===== src/rtl/if_stage_sram_q.sv =====
// if_stage_sram_q: LoongArch fetch stage over a req/addr_ok/data_ok SRAM with an in-order fetch queue.
module if_stage_sram_q #(
  parameter logic [31:0] PC_RESET = 32'h1C000000,
  parameter int DEPTH = 4,
  parameter int CNT_W = $clog2(DEPTH) + 1
) (
  input  logic        clk,
  input  logic        reset,
  input  logic        ds_allowin,
  input  logic [32:0] br_bus,
  input  logic        wb_ex,
  input  logic        wb_ertn,
  input  logic [31:0] csr_eentry,
  input  logic [31:0] csr_era,
  output logic        fs_to_ds_valid,
  output logic [64:0] fs_to_ds_bus,
  output logic        inst_sram_req,
  output logic [31:0] inst_sram_addr,
  input  logic        inst_sram_addr_ok,
  input  logic        inst_sram_data_ok,
  input  logic [31:0] inst_sram_rdata
);
  localparam int AW = $clog2(DEPTH);
  logic [DEPTH-1:0][31:0] pc_q, pc_d, inst_q, inst_d;
  logic [DEPTH-1:0] adef_q, adef_d, done_q, done_d;
  logic [AW-1:0] head_q, head_d, tail, fill;
  logic [CNT_W-1:0] cnt_q, cnt_d, cancel_q, cancel_d, occ, nd;
  logic [31:0] fetch_pc_q, fetch_pc_d, pend_pc_q, pend_pc_d, redir_pc;
  logic held_q, pend_q, pend_d, stall_q, stall_d;
  logic redir, can_go, hs, adef_push, push, pop, found, dok_drop, dok_fill;
  assign redir = wb_ex | wb_ertn | br_bus[32];
  assign redir_pc = wb_ex ? csr_eentry : wb_ertn ? csr_era : br_bus[31:0];
  assign occ = cnt_q + cancel_q;
  assign can_go = !reset && occ < CNT_W'(DEPTH) && !stall_q;
  // a request shown without addr_ok stays up (same address) until accepted
  assign inst_sram_req = held_q || (can_go && fetch_pc_q[1:0] == 2'b00);
  assign inst_sram_addr = fetch_pc_q;
  assign hs = inst_sram_req && inst_sram_addr_ok;
  assign adef_push = !held_q && can_go && fetch_pc_q[1:0] != 2'b00 && !redir;
  assign push = hs && !pend_q && !redir;
  assign fs_to_ds_valid = cnt_q != '0 && done_q[head_q];
  assign fs_to_ds_bus = fs_to_ds_valid ? {adef_q[head_q], inst_q[head_q], pc_q[head_q]} : '0;
  assign pop = fs_to_ds_valid && ds_allowin && !redir;
  assign tail = head_q + cnt_q[AW-1:0];
  assign dok_drop = inst_sram_data_ok && cancel_q != '0;
  assign dok_fill = inst_sram_data_ok && cancel_q == '0 && found;
  always_comb begin
    found = 1'b0;
    fill = head_q;
    nd = '0;
    for (int i = 0; i < DEPTH; i++) begin
      if (CNT_W'(i) < cnt_q && !done_q[head_q + AW'(i)]) begin
        nd = nd + CNT_W'(1);
        if (!found) fill = head_q + AW'(i);
        found = 1'b1;
      end
    end
  end
  always_comb begin
    pc_d = pc_q;
    inst_d = inst_q;
    adef_d = adef_q;
    done_d = done_q;
    head_d = head_q + AW'(pop);
    cnt_d = cnt_q + CNT_W'(push | adef_push) - CNT_W'(pop);
    cancel_d = cancel_q - CNT_W'(dok_drop) + CNT_W'(hs && pend_q && !redir);
    fetch_pc_d = push ? fetch_pc_q + 32'd4 : (hs && pend_q) ? pend_pc_q : fetch_pc_q;
    pend_pc_d = pend_pc_q;
    pend_d = pend_q && !hs;
    stall_d = stall_q | adef_push;
    if (dok_fill) begin
      inst_d[fill] = inst_sram_rdata;
      done_d[fill] = 1'b1;
    end
    if (push | adef_push) begin
      pc_d[tail] = fetch_pc_q;
      adef_d[tail] = adef_push;
      inst_d[tail] = '0;
      done_d[tail] = adef_push;
    end
    // a fill landing this cycle is no longer outstanding, so it is not cancelled
    if (redir) begin
      cnt_d = '0;
      cancel_d = cancel_q - CNT_W'(dok_drop) + nd - CNT_W'(dok_fill) + CNT_W'(hs);
      stall_d = 1'b0;
      fetch_pc_d = (inst_sram_req && !hs) ? fetch_pc_q : redir_pc;
      pend_d = inst_sram_req && !hs;
      pend_pc_d = redir_pc;
    end
  end
  always_ff @(posedge clk or posedge reset) begin
    if (reset) begin
      pc_q <= '0;
      inst_q <= '0;
      adef_q <= '0;
      done_q <= '0;
      head_q <= '0;
      cnt_q <= '0;
      cancel_q <= '0;
      fetch_pc_q <= PC_RESET;
      pend_pc_q <= '0;
      pend_q <= 1'b0;
      stall_q <= 1'b0;
      held_q <= 1'b0;
    end else begin
      pc_q <= pc_d;
      inst_q <= inst_d;
      adef_q <= adef_d;
      done_q <= done_d;
      head_q <= head_d;
      cnt_q <= cnt_d;
      cancel_q <= cancel_d;
      fetch_pc_q <= fetch_pc_d;
      pend_pc_q <= pend_pc_d;
      pend_q <= pend_d;
      stall_q <= stall_d;
      held_q <= inst_sram_req && !inst_sram_addr_ok;
    end
  end
endmodule


===== config.mk =====
export PLATFORM = sky130hd
export DESIGN_NAME = if_stage_sram_q
export DESIGN_NICKNAME = d
export VERILOG_FILES = /design/src/rtl/if_stage_sram_q.sv
export SDC_FILE = /design/constraint.sdc
export NUM_CORES = 1
export LEC_CHECK = 0
export BUFFER_PORTS_ARGS = -buffer_cell sky130_fd_sc_hd__buf_2
export CAP_MARGIN = 20
export CORE_AREA = 5 5 219 178
export DETAILED_ROUTE_END_ITERATION = 8
export DIE_AREA = 0 0 224 183
export GPL_ROUTABILITY_DRIVEN = 0
export PLACE_DENSITY_LB_ADDON = 0.25
export SYNTH_ARGS = -nofsm -noshare
export SYNTH_HDL_FRONTEND = slang
export SYNTH_SLANG_ARGS = --single-unit

===== constraint.sdc =====
create_clock -name clk -period 25.5 [get_ports clk]
set_input_delay 2.55 -clock clk [delete_from_list [all_inputs] [get_ports clk]]
set_output_delay 2.55 -clock clk [all_outputs]
set_load 0.02 [all_outputs]

[Word level (Yosys, flattened, before mapping)]
Index checks and enable logic that the tools add are counted.
W data, S select, Z words.
Cells by class
  add/subtract/negate cells: 17
  multiply operators: 0
  divide/modulo/power cells: 0
  order comparisons: 13
  equality and inequality tests: 1
  shift operators: 0
  multiplexer cells: 55
  bitwise logic cells: 8
  reduce and logical (&&, ||, !) cells: 45
Operator list (number)
  $mux W32: 10
  $bwmux W128: 2
  $mux W128: 2
  $and A128 B128 Y128: 1
  $bmux W32 S2: 2
  $demux W32 S2: 2
  $not A128 Y128: 1
  $mux W65: 1
  $add A32 B3 Y32 const B: 1
  $logic_and A1 B1 Y1: 26
  $lt A2 B3 Y1 const B: 6
  $mux W3: 5
  $mux W1: 14
  $mux W2: 6
  $logic_not A1 Y1: 11
  $bmux W1 S2: 5
  $add A3 B1 Y3: 3
  $add A3 B1 Y3 const B: 3
  $reduce_bool A3 Y1: 3
  $sub A3 B1 Y3: 3
  $bwmux W4: 2
  $mux W4: 2
  $add A3 B3 Y3: 2
  $lt A1 B3 Y1 const A: 2
  16 further kinds: 24
Word-level totals
  register bits: 339
  latch bits: 0
  memory bits (writable): 0
  bits in read-only memories: 0
  memories: 0

[Depth between registers and ports, before layout]
Gate-level depths: netlist of the first run.
  depth in word-level cells: 19
  gate-level depth with buffers: 19

[Least setup slack after synthesis of the first run]
OpenSTA, ideal clock, no wires.
  path type: input-to-output
  start: input reset
  end: output inst_sram_req
  arrival: 3.663 ns
  slack: 19.287 ns
  stages on the path: 4
  cells stage by stage: or4_1 nor3_1 nor3_2 inv_1
Between the ends
  word-level cells in the longest chain between the ends: 5
Ends and longest elaborated chain
  start: declaration: line 8  | input logic reset,
  $logic_not A1 Y1 (no source line)
  $logic_and A1 B1 Y1 (2 in a row): line 34  | assign can_go = !reset && occ < CNT_W'(DEPTH) && !stall_q;
  $logic_and A1 B1 Y1: line 36  | assign inst_sram_req = held_q || (can_go && fetch_pc_q[1:0] == 2'b00);
  $logic_or A1 B1 Y1: line 36
  end: declaration: line 17  | output logic inst_sram_req,
No other way between the ends.

[Worst setup path in the final report of the first run]
Ends and elaborated chain as after synthesis.

==> results of run 1 <==
## critical path, cell delays in order
cell and delay [ns]:
buf_2 0.15, or4_1 0.50, nor3_1 0.43, nor3_2 0.17, inv_1 0.18, buf_2 0.21
## power by group
group / internal (uW) / switching (uW)
logic: 108 / 121
clock network: 300 / 225
registers: 586 / 55.2
total: 994 / 401
## metrics by stage
stage / cells / total power (uW)
finish: 2358 / 1395
global route: 2358 / 1462
CTS: 2354 / 1406
detailed placement: 2288 / 879.8
global placement: 2288 / 870.6
floorplan: 1699 / 796.2
## cell families (layout without fill, tap and decap cells)
kind of cell               count (synthesis)  count (layout)  share of synthesized area [%]
and+or+nand+nor                          573             573                          16.11
AOI/OAI and AO/OA                        376             376                          13.02
DFF                                      339             339                          48.09
muxes                                    188             188                          16.18
buffers and inverters                    184             354                          4.048
xor gates and xnor gates                  20              20                          1.078
adders and majority gates                 19              19                          1.475
other                                      0               2                              0
## routing by layer
layer | wire length, microns | part of all wire (%)
met1 | 22510 | 45
met2 | 23220 | 46
met3 | 3526 | 7.0
met4 | 949 | 1.9
met5 | 12 | 0.024
## flip-flops by register name, indices dropped and copies added, names as in the netlist
| name | count |
|---|---|
| head_q | 2 |
| pc_q | 128 |
| adef_q | 4 |
| cancel_q | 3 |
| pend_pc_q | 32 |
| stall_q | 1 |
| cnt_q | 3 |
| inst_sram_addr | 32 |
| done_q | 4 |
| pend_q | 1 |
| inst_q | 128 |
| held_q | 1 |
## worst paths after layout
kind | to
worst max-delay path | inst_sram_req
worst min-delay path | pend_pc_q[18]
worst max register to register | done_q[0]
worst min register to register | pend_pc_q[18]
max in group asynchronous | inst_q[49]
min in group asynchronous | pend_pc_q[0]
## synth_stat cells (all sizes together), types with 10 or more instances
cell | count | share of area (%)
a22oi | 33 | 1.4
nand2 | 232 | 4.9
ha | 16 | 1.1
mux2 | 116 | 7.4
nand4 | 140 | 5.0
nor4 | 10 | 0.35
xnor2 | 13 | 0.65
clkbuf | 120 | 2.6
nand3 | 14 | 0.40
mux4 | 66 | 8.4
inv | 26 | 0.55
a21o | 25 | 1.1
dfrtp | 336 | 48
o21ai | 194 | 5.5
nor2b | 70 | 2.5
buf | 37 | 0.92
a31oi | 14 | 0.58
a21oi | 46 | 1.4
nor3 | 15 | 0.45
nor2 | 59 | 1.3
## cell type report
class / count / area [sq um]
Fill cell: 3224 / 16320
Multi-Input combinational cell: 1176 / 8532
Sequential cell: 339 / 8494
Timing Repair Buffer: 261 / 1398
Clock buffer: 51 / 1090
Tap cell: 487 / 609.3
Inverter: 27 / 108.9
Clock inverter: 15 / 100.1
Antenna cell: 2 / 5.005
==> metrics.csv, run 1 <==
metric,value,unit
Final Routed Wirelength,50.23,mm
FMAX,148.4,MHz
Post-Syn Nets,1854,
dpl ws,18.76,ns
r2r setup slk,20.85,ns
post_cts resized,0,
Final WS setup,18.76,ns
ratio of cells with drive above 1 in the final layout,24.18,%
R2R depth,13,
PortBufs,234,
min-delay src,pend_pc_q[18],
Nets,1997,
first-pass GRT wire length,80.74,mm
# DRC,0,
unrepaired setup endpoints after global routing,false,
setup bufs post-CTS,0,
skew final,0.02215,ns
Longest Clk Path Bufs,3,
setup TNS,0,ns
area grow syn2layout,15.23,%
H-tree levels,2,
CTS buffer count,37,
HP Class,reg2reg,
WP data arrival,4.19,ns
total track usage,24.31,%
required time worst endpoint,22.95,ns
Worst Path Max Fanout,7,
sequential share of the synthesized area,48.09,%
CP Capture Type,primary output,
routed vias,14460,
largest net degree at the start of global routing,132,
Final Util,55.48,%
die span in x,224,microns
Hold Crit Depth,2,
startpoint types,input port,
Detailed Route Iter0 Violations,1349,
vias in the first global route,14490,
met1 Use GR,35.87,%
most frequent cells in the layout,"dfrtp_1, buf_2, nand2_1",
grt peak-use layer,met2,
half-perimeter wire length after placement,31.19,mm
Cells after Synth,1699,
reg2reg start,head_q[0],
Power Density,68.59,nW/um^2
die height,183,microns
final setup vio count,0,
worst skew pair latency,0.54,ns
"Period Utilization, post-route",26.42,%
Placement Cell Area,19100,sq um
"EDFF count, synth",0,
initial antenna violation count,4,
I/O pin total,235,
CTS tree,yes,
YS warnings,0,
fin crit period,6.738,ns
status,finished clean,
met2 Usage GRT,38.06,%
Hold Buf Count CTS,0,
row count,63,
Post-Syn Area,17650,sq um
Final Hold Viols,0,
clk root buf,clkbuf_16,
grt met3 use,4.193,%
DIE AREA,40990,sq um
Mean Syn Cell Area,10.39,sq um
grt total ovfl,0,
"commonest non-fill, non-tap cell in the layout",dfrtp_1,
Synth async-reset ratio,100.0,%
drt wl/cell,21.30,microns
Clock Sinks,339,
max cap viols,0,
synth unique cells,67,
Slew headroom,29.14,%
Placeable Area,36650,sq um
worst hold slack,0.4772,ns
leak pwr,0.009246,uW
initial core utilization,48.15,%
#FFs+latches synth,339,
post-route ant nets,0,
"Reg clk slew, reported paths",0.06,ns
total iterations of the first detailed-routing run,5,
post-route cell area,20340,sq um
Slew @ Worst Pin,1.063,ns
crit path from,reset,
ys flop type,dfrtp_1,
Vias per Instance,6.131,
max-slew violations,0,
Crit Path Category,in2out,
maximum VDD drop,46.84,uV
No activity file was read; power rests on OpenSTA's default activity.
==> run 2: changes to the inputs <==
==> constraint.sdc (replaced) <==
create_clock -name clk -period 6.2 [get_ports clk]
set_input_delay 0.62 -clock clk [delete_from_list [all_inputs] [get_ports clk]]
set_output_delay 0.62 -clock clk [all_outputs]
set_load 0.02 [all_outputs]
==> run 2 against run 1 <==
Against the previous run: first-iteration DRC count grew 4.3%; hold slack lost 0.15 ns; sequential power grew to 4.1 times the previous value; highest routed layer unchanged; die area is the same; worst setup slack lost 17 ns; count of clock-buffer cells in the layout grew 3; clock skew shrank 0.0054 ns.
==> metrics.csv, run 2 (synthesis results as in run 1) <==
metric,value,unit,change
status,finished clean,,
WP data arrival,4.76,ns,+0.57 ns
Placeable Area,36650,sq um,unchanged
PortBufs,234,,unchanged
total iterations of the first detailed-routing run,5,,unchanged
grt total ovfl,0,,unchanged
# DRC,0,,unchanged
"Buf+Inv Stages, Crit Path",2,,-1
Final Hold Viols,0,,unchanged
Nets,1997,,unchanged
"commonest non-fill, non-tap cell in the layout",dfrtp_1,,
biggest regs,"inst_q: 128 flops, pc_q: 128 flops",,
post-route ant nets,0,,unchanged
first-pass GRT wire length,80.03,mm,-0.89%
HP Class,in2async,,
drt wl/cell,21.14,microns,-0.75%
FMAX,228.5,MHz,
unrepaired setup endpoints after global routing,false,,
row count,63,,unchanged
leak pwr,0.009245,uW,about the same
Final WS setup,1.824,ns,-16.94 ns
ratio of cells with drive above 1 in the final layout,23.73,%,-0.46 points
DIE AREA,40990,sq um,unchanged
setup TNS,0,ns,unchanged
area grow syn2layout,15.33,%,about the same
Crit Path Category,reg2reg,,
fin crit period,4.376,ns,
Clock Sinks,339,,unchanged
Longest Clk Path Bufs,3,,unchanged
setup bufs post-CTS,0,,unchanged
register area,8494,sq um,unchanged
clk root buf,clkbuf_16,,
overall power,5730,uW,+310%
vias in the first global route,14540,,+0.36%
crit-path leading delay family,XOR/XNOR gates,,
Detailed Route Iter0 Violations,1407,,+4.3%
CTS tree,yes,,
Final Routed Wirelength,49.81,mm,-0.84%
Vias per Instance,6.123,,-0.13%
Worst Path Max Fanout,57,,+50
total track usage,23.94,%,-0.38 points
die span in x,224,microns,unchanged
initial antenna violation count,7,,+3
"Period Utilization, post-route",70.58,%,
routed vias,14430,,-0.21%
most frequent cells in the layout,"dfrtp_1, buf_2, nand2_1",,
largest net degree at the start of global routing,180,,+36%
worst skew pair latency,0.52,ns,-0.02 ns
required time worst endpoint,6.58,ns,-16.37 ns
I/O pin total,235,,unchanged
skew final,0.01679,ns,-0.005363 ns
Critical Path Max Stage Delay,0.79,ns,+0.29 ns
CP Capture Type,flip-flop,,
die height,183,microns,unchanged
fillers,3178,,-1.4%
Slew @ Worst Pin,1.120,ns,+0.05731 ns
max cap viols,0,,unchanged
final setup vio count,0,,unchanged
post_cts resized,0,,unchanged
dpl ws,1.768,ns,-16.99 ns
Hold Buf Count CTS,0,,unchanged
initial core utilization,48.15,%,unchanged
Slew headroom,25.32,%,-3.8 points
Critical-path top delay cell,buf_4,,
max-slew violations,0,,unchanged
CP most frequent cell,xnor2_1,,
Final Non-Filler Cells,2356,,-0.085%
CTS buffer count,36,,-2.7%
cell count after placement,2288,,unchanged
"Reg clk slew, reported paths",0.06,ns,about the same
startpoint types,flip-flop,,
crit-path cells,"buf_4, mux4_2, nand2b_1, a31oi_1, xor2_1, fa_1, inv_1, fa_1, xnor2_1, xnor2_1, xnor2_1, xnor2_1, a21oi_1",,
area of the multi-input gates,8532,sq um,unchanged
half-perimeter wire length after placement,31.11,mm,-0.23%
Power Density,281.5,nW/um^2,+310%
H-tree levels,2,,unchanged
maximum VDD drop,174.8,uV,+270%
==> run 2: cell count changes in the layout (fill, tap and decap cells not counted), moves of 2 or more <==
cell | before | now
clkbuf_1 | 4 | 11
clkinv_2 | 9 | 5
buf_12 | 0 | 3
clkbuf_8 | 9 | 6
buf_4 | 25 | 23
bufinv_16 | 0 | 2
clkinvlp_4 | 4 | 2
==> run 2: final timing paths <==
kind | start | end | slack, ns | depth (start not counted)
min reg2reg | pend_pc_q[0] | pend_pc_q[0] | 0.47 | 2
max reg2reg | head_q[1] | cancel_q[2] | 1.82 | 13
max in group asynchronous | reset | pend_pc_q[11] | 4.95 | 3
max | head_q[1] | cancel_q[2] | 1.82 | 13
min | reset | cancel_q[0] | 0.33 | 3
min in group clk | csr_eentry[21] | pend_pc_q[21] | 0.33 | 3
==> run 2: worst reg2reg max path, cell delays in order, from the launching register on <==
cell	delay (ns)
dfrtp_4	0.71
buf_4	0.80
mux4_2	0.62
nand2b_1	0.23
a31oi_1	0.28
xor2_1	0.24
fa_1	0.21
inv_1	0.05
fa_1	0.37
xnor2_1	0.20
xnor2_1	0.15
xnor2_1	0.15
xnor2_1	0.14
a21oi_1	0.08
==> run 2: area by class of cell <==
| class | instances | area share, % |
|---|---|---|
| Multi-Input combinational cell | 1176 | 41.91 |
| Inverter | 27 | 0.5163 |
| Tap cell | 487 | 2.993 |
| Timing Repair Buffer | 262 | 7.167 |
| Clock inverter | 9 | 0.4979 |
| Sequential cell | 339 | 41.73 |
| Antenna cell | 2 | 0.02459 |
| Clock buffer | 54 | 5.157 |
==> run 2: power by group <==
group / total, uW / switching (uW) / internal (uW)
combinational: 955 / 505 / 450
clock: 2130 / 881 / 1250
sequential: 2640 / 231 / 2410
total: 5730 / 1620 / 4110
==> run 2: per-stage QoR <==
step / hold slack, ns / instance area (sq um) / utilization (%)
after floorplan: 0.4406 / 17650 / -
after global placement: 0.4516 / 19120 / 52.18
after detailed placement: 0.4572 / 19120 / 52.18
after CTS: 0.3140 / 20280 / 55.32
after global routing: 0.3393 / 20350 / 55.53
final: 0.3313 / 20360 / 55.54
==> run 2: layer usage <==
| metal | vias to the layer above | share of wire, % | GRT usage (%) |
|---|---|---|---|
| met5 | - | 0.062 | 0 |
| met4 | 6 | 2.0 | 5.830 |
| met2 | 582 | 45 | 37.02 |
| met3 | 79 | 7.6 | 4.497 |
| met1 | 7264 | 45 | 35.36 |
| li1 | 6494 | - | - |
==> run 3: changes to the inputs <==
--- a/config.mk
+++ b/config.mk
@@ -5,11 +5,12 @@
 export SDC_FILE = /design/constraint.sdc
 export NUM_CORES = 1
 export LEC_CHECK = 0
+export ABC_AREA = 1
 export BUFFER_PORTS_ARGS = -buffer_cell sky130_fd_sc_hd__buf_2
 export CAP_MARGIN = 20
-export CORE_AREA = 5 5 219 178
+export CORE_AREA = 5 5 218 178
 export DETAILED_ROUTE_END_ITERATION = 8
-export DIE_AREA = 0 0 224 183
+export DIE_AREA = 0 0 223 183
 export GPL_ROUTABILITY_DRIVEN = 0
 export PLACE_DENSITY_LB_ADDON = 0.25
 export SYNTH_ARGS = -nofsm -noshare
==> constraint.sdc (replaced) <==
create_clock -name clk -period 4.2 [get_ports clk]
set_input_delay 0.42 -clock clk [delete_from_list [all_inputs] [get_ports clk]]
set_output_delay 0.42 -clock clk [all_outputs]
set_load 0.02 [all_outputs]
==> run 3 against run 2 <==
Against the previous run: non-clock buffer count is 6 higher; critical endpoint unchanged; via count rose by 13%; cell count increased by 26%; hold slack lost 0.17 ns; largest power group unchanged; largest cell class is now sequential cells.
==> metrics.csv, run 3 <==
metric,value,unit,change
status,finished clean,,
synth unique cells,41,,-39%
Longest Clk Path Bufs,3,,unchanged
Final Util,55.57,%,about the same
R2R depth,20,,+7
Nets,2605,,+30%
Post-Syn Area,17560,sq um,-0.50%
maximum VDD drop,252.6,uV,+44%
Critical-path top delay cell,dfrtp_1,,
grt total ovfl,0,,unchanged
skew final,0.02430,ns,+0.007517 ns
total track usage,24.93,%,+0.99 points
half-perimeter wire length after placement,33.88,mm,+8.9%
max-slew violations,0,,unchanged
met1 Use GR,36.68,%,+1.3 points
Synth async-reset ratio,100.0,%,unchanged
row count,63,,unchanged
Post-Syn Nets,2446,,+32%
top-area cell type share of the netlist area,47.88,%,+0.24 points
initial core utilization,48.22,%,+0.072 points
sequential share of the synthesized area,48.33,%,+0.24 points
overall power,8719,uW,+52%
H-tree levels,2,,unchanged
unrepaired setup endpoints after global routing,false,,
Final Routed Wirelength,51.99,mm,+4.4%
Worst Path Max Fanout,13,,-77%
required time worst endpoint,4.60,ns,-1.98 ns
fillers,3424,,+7.7%
FMAX,258.3,MHz,+13%
RR Endpoint,cancel_q[2],,
I/O pin total,235,,unchanged
DIE AREA,40810,sq um,-0.45%
die height,183,microns,unchanged
hold endpoint,pend_pc_q[26],,
max cap viols,0,,unchanged
Crit Path Category,reg2reg,,
reg2reg start,head_q[0],,
first-pass GRT wire length,83.97,mm,+4.9%
CP most frequent cell,nand2_1,,
CTS buffer count,37,,+2.8%
Detailed Route Iter0 Violations,1683,,+20%
setup bufs post-CTS,0,,unchanged
largest net degree at the start of global routing,125,,-31%
"commonest non-fill, non-tap cell in the layout",nand2_1,,
WP data arrival,4.27,ns,-0.49 ns
Placeable Area,36420,sq um,-0.65%
ys flop type,dfrtp_1,,
crit-path cells,"inv_2, nand2_1, nand2_1, nand2_1, nand2_1, nor2_2, ha_1, or2_2, nand2_1, inv_1, ha_1, mux2i_1, ha_1, inv_1, fa_1, xor2_1, xnor2_1, a21oi_1, o21ai_0, o21ai_0",,
# DRC,0,,unchanged
grt met3 use,5.025,%,+0.53 points
Power Density,430.8,nW/um^2,+53%
"Period Utilization, post-route",92.18,%,+22 points
area grow syn2layout,15.24,%,about the same
HP Class,in2reg,,
routed vias,16320,,+13%
fin crit period,3.871,ns,-0.5044 ns
r2r setup slk,0.33,ns,-1.50 ns
vias in the first global route,15620,,+7.4%
register area,8487,sq um,about the same
grt peak-use layer,met2,,
CTS tree,yes,,
most frequent cells in the layout,"nand2_1, dfrtp_1, nor2_1",,
Final Hold Viols,0,,unchanged
"Reg clk slew, reported paths",0.06,ns,about the same
Critical Path Max Stage Delay,0.65,ns,-0.14 ns
crit path from,head_q[0],,
Clock Sinks,339,,unchanged
total iterations of the first detailed-routing run,5,,unchanged
post_cts resized,0,,unchanged
area of the multi-input gates,7831,sq um,-8.2%
ANT cells,0,,-2
YS warnings,0,,unchanged
Hold Crit Depth,3,,
die span in x,223,microns,-0.45%
met2 Usage GRT,38.26,%,+1.2 points
dpl ws,0.3712,ns,-1.397 ns
Slew headroom,38.88,%,+14 points
Mean Syn Cell Area,7.666,sq um,-26%
Vias per Instance,5.513,,-10%
"count leader, synth",nand2_1,,
initial antenna violation count,0,,-7
Hold Buf Count CTS,1,,+1
setup TNS,0,ns,unchanged
post-route ant nets,0,,unchanged
worst skew pair latency,0.53,ns,about the same
Slew @ Worst Pin,0.9158,ns,-0.2044 ns
CP Capture Type,flip-flop,,
Cells after Synth,2291,,+35%
main area contributors after synthesis,"dfrtp_1, nand2_1, nor2_1",,
Final WS setup,0.3285,ns,-1.496 ns
final setup vio count,0,,unchanged
min-delay src,csr_eentry[26],,
leak pwr,0.01076,uW,+16%
"EDFF count, synth",0,,unchanged
#FFs+latches synth,339,,unchanged
most frequent cells after synthesis,"nand2_1, dfrtp_1, nor2_1",,
startpoint types,flip-flop,,
biggest regs,"inst_q: 128 flops, pc_q: 128 flops",,
post-synth top area cell,dfrtp_1,,
PortBufs,234,,unchanged
clk root buf,clkbuf_16,,
ratio of cells with drive above 1 in the final layout,15.16,%,-8.6 points
drt wl/cell,17.57,microns,-17%
-- run 3: how the worst max path moves through the flow --
| stage | endpoint | slack (ns) |
|---|---|---|
| finish | cancel_q[2] | 0.33 |
| detailed placement | cancel_q[2] | 0.37 |
| global route | cancel_q[2] | 0.05 |
| CTS | cancel_q[2] | 0.36 |
| global placement | cancel_q[2] | 0.50 |
| floorplan | adef_q[0] | -0.75 |
-- run 3: stage by stage --
stage / hold slack [ns] / instance area [sq um] / cells
after floorplan: 0.4422 / 17570 / 2291
after global placement: 0.4214 / 19010 / 2896
after detailed placement: 0.4217 / 19010 / 2896
after CTS: 0.1420 / 20210 / 2959
after global routing: 0.1774 / 20240 / 2960
final: 0.1588 / 20240 / 2960
-- run 3: cell type report --
| cell class | count | area share [%] |
|---|---|---|
| Tap cell | 487 | 3.011 |
| Inverter | 150 | 2.813 |
| Clock inverter | 6 | 0.3091 |
| Timing Repair Buffer | 268 | 7.654 |
| Multi-Input combinational cell | 1654 | 38.70 |
| Clock buffer | 56 | 5.583 |
| Sequential cell | 339 | 41.94 |
-- run 3: cell families (layout without fill, tap and decap cells) --
logic type	Yosys count	after routing	share of synthesized area (%)
simple gates	1183	1183	27.82
compound gates	425	425	13.78
flops	339	339	48.33
buf+inv	298	480	7.239
xor+xnor	26	26	1.297
fa+ha+maj	19	19	1.482
mux	1	1	0.05700
-- run 3: report_power, final --
| group | internal [uW] | switching [uW] | total (uW) |
|---|---|---|---|
| Sequential | 3610 | 313 | 3920 |
| Combinational | 533 | 1060 | 1590 |
| Clock | 1910 | 1300 | 3210 |
| Total | 6050 | 2670 | 8720 |
-- run 3: routing by layer --
metal | share of wire [%] | wire length [microns] | vias to the layer above
met5 | 0 | 0 | -
met4 | 2.0 | 1020 | 0
met3 | 7.7 | 3981 | 79
met2 | 45 | 23360 | 673
met1 | 45 | 23640 | 7769
li1 | - | - | 7798
-- run 3: worst max-delay path: cells and delay by family, from the launching register on --
family                     cells  cell delay (ns)
AOI/OAI and AO/OA              3             0.25
xor gates and xnor gates       2             0.38
buffers and inverters          3             0.30
muxes                          1             0.07
and+or+nand+nor                7             0.85
adders and majority gates      4             1.23
DFF                            1             0.65
